[src/rtl/imu_pkg.sv]
// imu_pkg: shared register map, command/error codes, state encoding and context type
package imu_pkg;

    typedef enum logic [1:0] {IDLE, HDR, PAYLOAD} state_t;

    localparam logic [7:0] CMD_READ = 8'h01;
    localparam logic [7:0] ERR_NONE = 8'h00;
    localparam logic [7:0] ERR_CMD  = 8'h04;
    localparam logic [7:0] ERR_REG  = 8'h08;

    typedef struct packed {
        logic [7:0] idx;
        logic [7:0] base;
        logic [3:0] len;
    } map_ent_t;

    localparam int N_REGS = 3;
    localparam map_ent_t REG_MAP [N_REGS] = '{
        '{idx: 8'd9,  base: 8'h00, len: 4'd4},
        '{idx: 8'd17, base: 8'h04, len: 4'd3},
        '{idx: 8'd54, base: 8'h08, len: 4'd11}
    };

    typedef struct packed {
        logic [7:0] cmd;
        logic [7:0] reg_idx;
        logic [7:0] err;
        logic [7:0] base;
        logic [3:0] len;
    } ctx_t;

    // Any error forces len to 0 so the payload reads back as zeros.
    function automatic ctx_t lookup(input logic [7:0] cmd, input logic [7:0] reg_idx);
        ctx_t r;
        r = '{cmd: cmd, reg_idx: reg_idx, err: ERR_CMD, base: 8'h00, len: 4'd0};
        if (cmd == CMD_READ) begin
            r.err = ERR_REG;
            for (int i = 0; i < N_REGS; i++)
                if (REG_MAP[i].idx == reg_idx) begin
                    r.err  = ERR_NONE;
                    r.base = REG_MAP[i].base;
                    r.len  = REG_MAP[i].len;
                end
        end
        return r;
    endfunction

endpackage

[src/rtl/spi_in_sync.sv]
// spi_in_sync: synchronizes cs, sck and mosi into the c domain and detects cs/sck edges
module spi_in_sync #(
    parameter int STAGES = 2
) (
    input  logic c,
    input  logic rst_n,
    input  logic cs,
    input  logic sck,
    input  logic mosi,
    output logic cs_l,
    output logic cs_fall,
    output logic cs_rise,
    output logic sck_rise,
    output logic sck_fall,
    output logic mosi_s
);

    logic [STAGES-1:0] cs_q, sck_q, mosi_q;
    logic cs_p, sck_p;

    // Equal-depth chains keep mosi aligned with the sck edge that samples it; cs/sck idle high.
    always_ff @(posedge c or negedge rst_n) begin
        if (!rst_n) begin
            cs_q   <= '1;
            sck_q  <= '1;
            mosi_q <= '0;
            cs_p   <= 1'b1;
            sck_p  <= 1'b1;
        end else begin
            cs_q   <= STAGES'({cs_q, cs});
            sck_q  <= STAGES'({sck_q, sck});
            mosi_q <= STAGES'({mosi_q, mosi});
            cs_p   <= cs_q[STAGES-1];
            sck_p  <= sck_q[STAGES-1];
        end
    end

    assign cs_l     = cs_q[STAGES-1];
    assign cs_fall  = cs_p & ~cs_l;
    assign cs_rise  = ~cs_p & cs_l;
    assign sck_rise = ~sck_p & sck_q[STAGES-1];
    assign sck_fall = sck_p & ~sck_q[STAGES-1];
    assign mosi_s   = mosi_q[STAGES-1];

endmodule

[src/rtl/imu_spi_responder.sv]
// imu_spi_responder: pipelined SPI mode-3 responder serving a RAM register image, plus sync strobe
module imu_spi_responder
    import imu_pkg::*;
#(
    parameter int SYNC_PERIOD     = 125000,
    parameter int SCK_SYNC_STAGES = 2
) (
    input  logic        c,
    input  logic        rst_n,
    input  logic        cs,
    input  logic        sck,
    input  logic        mosi,
    output logic        miso,
    output logic        miso_oe,
    output logic [7:0]  ram_addr,
    input  logic [31:0] ram_q,
    output logic        sync
);

    localparam int SW = $clog2(SYNC_PERIOD + 1);

    logic        cs_l, cs_fall, cs_rise, sck_rise, sck_fall, mosi_s;
    state_t      state;
    logic [2:0]  bit_cnt;
    logic [7:0]  cnt, cmd_rx, reg_rx, rx_byte, tx_byte, k;
    logic [6:0]  rx_sh, tx_sh;
    logic [31:0] wbuf;
    logic        f0, f1;
    ctx_t        nx, act;
    logic [SW-1:0] sync_cnt;

    spi_in_sync #(.STAGES(SCK_SYNC_STAGES)) u_sync (
        .c(c), .rst_n(rst_n), .cs(cs), .sck(sck), .mosi(mosi),
        .cs_l(cs_l), .cs_fall(cs_fall), .cs_rise(cs_rise),
        .sck_rise(sck_rise), .sck_fall(sck_fall), .mosi_s(mosi_s)
    );

    assign miso_oe = ~cs_l;
    assign rx_byte = {rx_sh, mosi_s};

    // Response byte for the current byte index: header, buffered payload, then zero fill.
    always_comb begin
        k = cnt - 8'd4;
        tx_byte = cnt == 8'd0 ? 8'h00 :
                  cnt == 8'd1 ? act.cmd :
                  cnt == 8'd2 ? act.reg_idx :
                  cnt == 8'd3 ? act.err :
                  k < {2'b00, act.len, 2'b00} ? wbuf[{k[1:0], 3'b000} +: 8] : 8'h00;
    end

    // Transaction FSM: header capture, miso shifting and RAM word prefetch.
    always_ff @(posedge c or negedge rst_n) begin
        if (!rst_n) begin
            state    <= IDLE;
            bit_cnt  <= '0;
            cnt      <= '0;
            rx_sh    <= '0;
            tx_sh    <= '0;
            cmd_rx   <= '0;
            reg_rx   <= '0;
            miso     <= 1'b0;
            ram_addr <= '0;
            wbuf     <= '0;
            f0       <= 1'b0;
            f1       <= 1'b0;
            nx       <= '0;
            act      <= '0;
        end else begin
            f0 <= 1'b0;
            f1 <= f0;
            if (f1)
                wbuf <= ram_q;
            if (cs_rise) begin
                state <= IDLE;
                miso  <= 1'b0;
                if (cnt >= 8'd2)
                    nx <= lookup(cmd_rx, reg_rx);
            end else if (cs_fall) begin
                state    <= HDR;
                act      <= nx;
                ram_addr <= nx.base;
                f0       <= 1'b1;
                bit_cnt  <= '0;
                cnt      <= '0;
                rx_sh    <= '0;
                miso     <= 1'b0;
            end else if (state != IDLE) begin
                if (sck_fall) begin
                    miso  <= bit_cnt == 3'd0 ? tx_byte[7] : tx_sh[6];
                    tx_sh <= bit_cnt == 3'd0 ? tx_byte[6:0] : {tx_sh[5:0], 1'b0};
                end
                if (sck_rise) begin
                    rx_sh   <= rx_byte[6:0];
                    bit_cnt <= bit_cnt + 3'd1;
                    if (bit_cnt == 3'd7) begin
                        if (cnt != 8'hff)
                            cnt <= cnt + 8'd1;
                        if (cnt == 8'd0)
                            cmd_rx <= rx_byte;
                        if (cnt == 8'd1)
                            reg_rx <= rx_byte;
                        if (cnt == 8'd3)
                            state <= PAYLOAD;
                        if (cnt >= 8'd7 && cnt[1:0] == 2'd3) begin
                            ram_addr <= act.base + {2'b00, cnt[7:2]};
                            f0       <= 1'b1;
                        end
                    end
                end
            end
        end
    end

    // Free-running data-ready strobe, one cycle every SYNC_PERIOD cycles.
    always_ff @(posedge c or negedge rst_n) begin
        if (!rst_n) begin
            sync_cnt <= '0;
            sync     <= 1'b0;
        end else begin
            sync     <= sync_cnt == SW'(SYNC_PERIOD - 1);
            sync_cnt <= sync_cnt == SW'(SYNC_PERIOD - 1) ? '0 : sync_cnt + 1'b1;
        end
    end

endmodule

[config.mk]
export PLATFORM = sky130hd
export DESIGN_NAME = imu_spi_responder
export DESIGN_NICKNAME = d
export VERILOG_FILES = /design/src/rtl/imu_pkg.sv /design/src/rtl/spi_in_sync.sv /design/src/rtl/imu_spi_responder.sv
export SDC_FILE = /design/constraint.sdc
export NUM_CORES = 1
export LEC_CHECK = 0
export ABC_AREA = 1
export ABC_CLOCK_PERIOD_IN_PS = 2600
export CAP_MARGIN = 10
export CORE_ASPECT_RATIO = 0.8
export CORE_MARGIN = 1
export CORE_UTILIZATION = 52
export CTS_CLUSTER_DIAMETER = 60
export DETAILED_ROUTE_END_ITERATION = 10
export GPL_TIMING_DRIVEN = 0
export PLACE_DENSITY_LB_ADDON = 0.1
export RECOVER_POWER = 25
export SYNTH_ARGS = -nofsm -noshare
export SYNTH_HDL_FRONTEND = slang
export SYNTH_SLANG_ARGS = --single-unit
[constraint.sdc]
create_clock -name c -period 2.6 [get_ports c]
set_clock_uncertainty 0.1 [all_clocks]
set_input_delay 0.65 -clock c [delete_from_list [all_inputs] [get_ports c]]
set_output_delay 0.65 -clock c [all_outputs]
set_load 0.02 [all_outputs]
# == Word level (Yosys, flattened, before mapping) ==
# Cells that the tools add are included.
# totals
register_bits,184
# op_classes
add_sub_neg,5
n_lt_le_gt_ge,3
eq_ne,11
n_shift,1
muxes,44
bitwise,10
reduce_logical,24
# op_table
cell,n
2-to-1 mux 8 bit,15
2-to-1 mux 20 bit,3
variable part select 32 x 6 -> 8 bit,1
2-to-1 mux 7 bit,4
"adder 17 x 1 -> 17 bit, second input constant",1
"== test 17 bit, second input constant",1
2-to-1 mux 17 bit,1
"== test 8 x 1 -> 1 bit, second input constant",2
"== test 8 x 2 -> 1 bit, second input constant",2
2-to-1 mux 16 bit,1
nonzero test 3 bit,5
2-to-1 mux 2 bit,6
AND reduction 6 bit,2
nonzero test 2 bit,6
2-to-1 mux 1 bit,11
AND reduction 5 bit,2
2-to-1 mux 3 bit,3
"adder 8 x 1 -> 8 bit, second input constant",1
adder 8 x 6 -> 8 bit,1
"== test 4 x 8 -> 1 bit, first input constant",1
"== test 5 x 8 -> 1 bit, first input constant",1
"== test 6 x 8 -> 1 bit, first input constant",1
"greater-or-equal comparator 8 x 2 -> 1 bit, second input constant",1
"greater-or-equal comparator 8 x 3 -> 1 bit, second input constant",1
other kinds (14),25

# == Depth between registers and ports, before layout ==
# depth
ltp_word,12
ltp_mapped,17
mapped_depth_nobuf,17

# == Hierarchy ==
# From an unflattened synthesis, not the netlist that was laid out.
# unflattened
hier_cells,838
area_unflattened_um2,7247.0
# modules_own_cells
module,instances,cells_per_inst,area_per_inst_um2,seq_area_each_um2
imu_spi_responder,1,822,7009.2,3678.5
spi_in_sync,1,16,237.7,207.7

# == Least setup slack after synthesis ==
# No wires, ideal clock.
# synth_timing
path_type,reg2reg
startpoint,register u_sync.cs_q[1]
endpoint,register tx_sh[1]
t_arrival_ns,1.948
t_required_ns,2.373
setup_slack_ns,0.425
path_stages_with_launch,8
n_path_buf,0
synth_period_minus_slack_ns,2.175
cell_sequence,dfstp_2 inv_1 ha_1 inv_1 nor4_1 inv_1 a21oi_1 a21boi_1
# synth_via
elab_chain_len,4
# synth_lines
item,line,source
"start, declared",spi_in_sync.sv:18,"logic [STAGES-1:0] cs_q, sck_q, mosi_q;"
"start signal, assigned",spi_in_sync.sv:30,"cs_q <= STAGES'({cs_q, cs});"
NOT 1 bit,--,
named net miso_oe,imu_spi_responder.sv:14,"output logic miso_oe,"
AND 1 bit,spi_in_sync.sv:39,assign cs_fall = cs_p & ~cs_l;
NOT 1 bit (no line),--,
AND reduction 4 bit (no line),--,
"end signal, assigned",imu_spi_responder.sv:90,"tx_sh <= bit_cnt == 3'd0 ? tx_byte[6:0] : {tx_sh[5:0], 1'b0};"
"end, declared",imu_spi_responder.sv:26,"logic [6:0] rx_sh, tx_sh;"
# The timed path passes the listed nets, and every way through them passes these cells.
# A chain may end at the register's enable or synchronous reset.

# == Worst setup path in the final report ==
# layout_timing
startpoint,register cnt[2]
endpoint,register miso
# layout_via
elab_chain_len,12
# layout_lines
item,line,source
"start, declared",imu_spi_responder.sv:25,"logic [7:0] cnt, cmd_rx, reg_rx, rx_byte, tx_byte, k;"
"start signal, assigned",imu_spi_responder.sv:97,cnt <= cnt + 8'd1;
subtractor 8 x 3 -> 8 bit,imu_spi_responder.sv:43,k = cnt - 8'd4;
less-than comparator 8 x 6 -> 1 bit,imu_spi_responder.sv:48,"k < {2'b00, act.len, 2'b00} ? wbuf[{k[1:0], 3'b000} +: 8] : 8'h00;"
2-to-1 mux 8 bit,imu_spi_responder.sv:48,
2-to-1 mux 8 bit,imu_spi_responder.sv:47,cnt == 8'd3 ? act.err :
2-to-1 mux 8 bit,imu_spi_responder.sv:46,cnt == 8'd2 ? act.reg_idx :
2-to-1 mux 8 bit,imu_spi_responder.sv:45,cnt == 8'd1 ? act.cmd :
2-to-1 mux 8 bit *,imu_spi_responder.sv:44,tx_byte = cnt == 8'd0 ? 8'h00 :
2-to-1 mux 1 bit *,imu_spi_responder.sv:89,miso <= bit_cnt == 3'd0 ? tx_byte[7] : tx_sh[6];
2-to-1 mux 1 bit *,imu_spi_responder.sv:88,if (sck_fall) begin
2-to-1 mux 1 bit *,imu_spi_responder.sv:87,end else if (state != IDLE) begin
2-to-1 mux 1 bit *,imu_spi_responder.sv:78,end else if (cs_fall) begin
2-to-1 mux 1 bit *,imu_spi_responder.sv:73,if (cs_rise) begin
"end signal, assigned",imu_spi_responder.sv:89,
"end, declared",imu_spi_responder.sv:13,"output logic miso,"
# Every way passes the cells marked *; elsewhere a longest branch is shown, timed or not. The select of a mux whose other input is x is not followed.

==> flow_summary.json <==
{
  "setup_violations": 0,
  "vias_per_cell": 5.17,
  "pwr-share-clk_pct": 35.4,
  "grt_pass1_vias": 5477,
  "net-switching-power_mw": 1.96,
  "die_area_um2": 14300,
  "clkTransAtPathRegs_ns": 0.06,
  "cts_buffer_depth": 2,
  "drv_slew": 0,
  "rrSetupSlack_ns": 0.20,
  "vias": 5616,
  "wl_mm": 15.5,
  "arrival_ns": 2.66,
  "fin_worst_hold_slack_ns": 0.247,
  "cp_max_fo": 8,
  "synth-compound-area-share_pct": 11.5,
  "fillers": 1155,
  "boundaryPins": 48,
  "status": "finished, final reports clean",
  "timing.final.crit_share_pct": 92.2,
  "syn_inst": 829,
  "grt_max_degree": 99,
  "combPwrFrac_pct": 21.2,
  "dpl_cell_area_um2": 7910,
  "ys_async_sr_fraction_pct": 100,
  "rsz0062_at_grt": "true",
  "ys.flop_type": "dfrtp_1",
  "hold_violations": 0,
  "syn_nets": 885,
  "fin_crit_ns": 2.40,
  "start_util_pct": 53.1,
  "cts_buffers": 17,
  "synth_top_family_by_area": "simple AND/OR/NAND/NOR gates",
  "swShare_pct": 30.2,
  "areaGrowthSynthToFinish_pct": 17.7,
  "hp-start": "f0",
  "grt_pass1_wl_mm": 26.5,
  "gp_congestion": 0.886,
  "fin_util_pct": 62.5,
  "maxCapViolCount": 0,
  "dp_hpwl_mm": 11.4,
  "htree_levels": 4,
  "cts_root_buffer": "clkbuf_16",
  "power.internal_mw": 4.52,
  "grt_antenna_before_repair": 0,
  "max_clock_freq_ghz": 0.417,
  "first_pass_iters": 5,
  "syn-cell-area_um2": 7200,
  "clkSinkCount": 155,
  "port_buffers": 46,
  "crit_start": "cnt[2]",
  "endpoint_kind": "register",
  "seqPwrFrac_pct": 43.3,
  "hold_path_end": "f1",
  "cts_tree": "yes",
  "r2r_cells": 17,
  "die_h_um": 107,
  "fin_nets": 951,
  "antenna_left": 0,
  "clk_latency_ns": 0.43,
  "rows": 38,
  "grt_use_total_pct": 24.0,
  "first_iter_violations": 408,
  "synth_area_leaders": "dfrtp_1, nand2_1, inv_1, o21ai_0, ha_1",
  "synthXorXnorAreaFrac_pct": 1.46,
  "n_antenna_cell": 0,
  "avgSynthCellArea_um2": 8.68,
  "post-route-drc-count": 0,
  "overflow": 0,
  "r2r-start": "cnt[2]",
  "crit_path_start_kind": "register",
  "ys_ff_latch": 155,
  "required_ns": 2.86,
  "synth_fa_ha_area_share_pct": 3.41,
  "r2r_end": "miso",
  "netlist-cell-type-count": 45,
  "core_area_um2": 13600,
  "p_leak_nw": 4.04,
  "synth_top_cell_area_share_pct": 51.8,
  "irDropWorstVdd_mv": 0.537,
  "synth_common_cells": "nand2_1, dfrtp_1, inv_1",
  "postCtsSetupBuffers": 0,
  "worstHoldPathCells": 0,
  "wl_per_cell_um": 14.3,
  "synth.area.mux_share_pct": 0.469,
  "synth-edff-count": 0,
  "hold_path_class": "reg2reg",
  "tightestPinTransition_ns": 1.48,
  "postCtsHoldBufs": 0,
  "worstSetupPathType": "reg2reg",
  "relSlewSlack_pct": 1.05,
  "p_per_area_nw_per_um2": 765,
  "drive_gt1_share_pct": 9.05,
  "synth.most_common_cell": "nand2_1",
  "dieWidth_um": 134,
  "stdcell_area_um2": 8470,
  "yosysWarnings": 0,
  "yosysSeqAreaShare_pct": 54.0,
  "synth_top_area_cell": "dfrtp_1",
  "synthSimpleGateAreaFrac_pct": 21.5
}
==> state kept, by name, indices dropped and copies added, names as in the netlist, 2 cells and up <==
register / count
act: 22
sync_cnt: 17
tx_sh: 7
u_sync.sck_q: 2
bit_cnt: 3
rx_sh: 7
u_sync.mosi_q: 2
state: 2
cmd_rx: 8
reg_rx: 8
u_sync.cs_q: 2
wbuf: 32
nx: 22
ram_addr: 7
cnt: 8
==> critical path, stage by stage, from the launching register on <==
cell	delay (ns)
dfrtp_1	0.46
inv_2	0.15
ha_1	0.20
inv_1	0.07
nand2_1	0.06
nand2_1	0.06
ha_1	0.17
nand2_1	0.06
nand2_1	0.04
nor2_1	0.07
nand3_1	0.13
nor2_4	0.20
nand3_1	0.12
nand2_1	0.08
nand2_1	0.04
o21ai_0	0.16
nand2_1	0.09
nand2_1	0.07
==> layout make-up <==
class / instances / area (um2) / area share (%)
flip-flops and latches: 155 / 3890 / 45.9
multi-input cells: 541 / 2790 / 32.9
repair buffers: 47 / 483 / 5.70
clock buffers: 20 / 447 / 5.27
inverters: 107 / 404 / 4.77
well taps: 180 / 225 / 2.66
plain buffers: 26 / 144 / 1.70
clock inverters: 10 / 95.1 / 1.12
==> timing repair <==
item	4_1_cts	5_1_grt
resized for setup	1	5
hold endpoints to repair	0	0
endpoints found under the setup margin	7	8
==> cell families after synthesis <==
kind of cell | Yosys count
AOI/OAI and AO/OA | 144
xor gates and xnor gates | 12
adders and majority gates | 19
buffers and inverters | 133
DFF | 155
muxes | 3
other | 1
and+or+nand+nor | 362
==> cell usage in the layout (no fill, tap or decap), types with 17 or more instances in the layout <==
cell	n
a21oi_1	31
clkbuf_16	17
clkdlybuf4s50_1	42
dfrtp_1	149
ha_1	18
inv_1	99
nand2_1	241
nand3_1	33
nor2_1	36
o21ai_0	73
==> worst max path at each step <==
stage / endpoint / slack (ns) / cells after the start
6_report: miso / 0.20 / 17
3_3_place_gp: rx_sh[5] / -5.26 / 1
4_1_cts: miso / 0.07 / 17
2_1_floorplan: tx_sh[1] / 0.43 / 7
5_1_grt: miso / -0.009 / 17
3_5_place_dp: tx_sh[5] / -0.27 / 7
==> stage by stage <==
| step | total power [mW] | TNS, ns | cells | setup WS (ns) |
|---|---|---|---|---|
| finish | 6.48 | 0 | 1086 | 0.202 |
| global route | 6.83 | -0.00864 | 1086 | -0.00864 |
| global placement | 4.17 | -802.75 | 1055 | -5.26 |
| CTS | 6.52 | 0 | 1086 | 0.0699 |
| floorplan | 3.76 | 0 | 829 | 0.425 |
| detailed placement | 4.21 | -1.68 | 1056 | -0.271 |
==> power groups by stage <==
stage / logic, mW / registers (mW) / clock network (mW)
floorplan: 0.928 / 2.83 / 0
global placement: 1.33 / 2.84 / 0
detailed placement: 1.36 / 2.85 / 0
CTS: 1.37 / 2.81 / 2.34
global route: 1.56 / 2.84 / 2.43
finish: 1.38 / 2.81 / 2.30
==> routing by layer <==
layer / share of wire [%] / global-route usage, % / vias to the layer above
met1: 49 / 33.5 / 2697
met3: 3.7 / 5.34 / 21
met5: 0 / 0 / -
li1: - / - / 2801
met2: 45 / 37.3 / 97
met4: 1.6 / 7.55 / 0
Power figures use the tool's default switching activity.
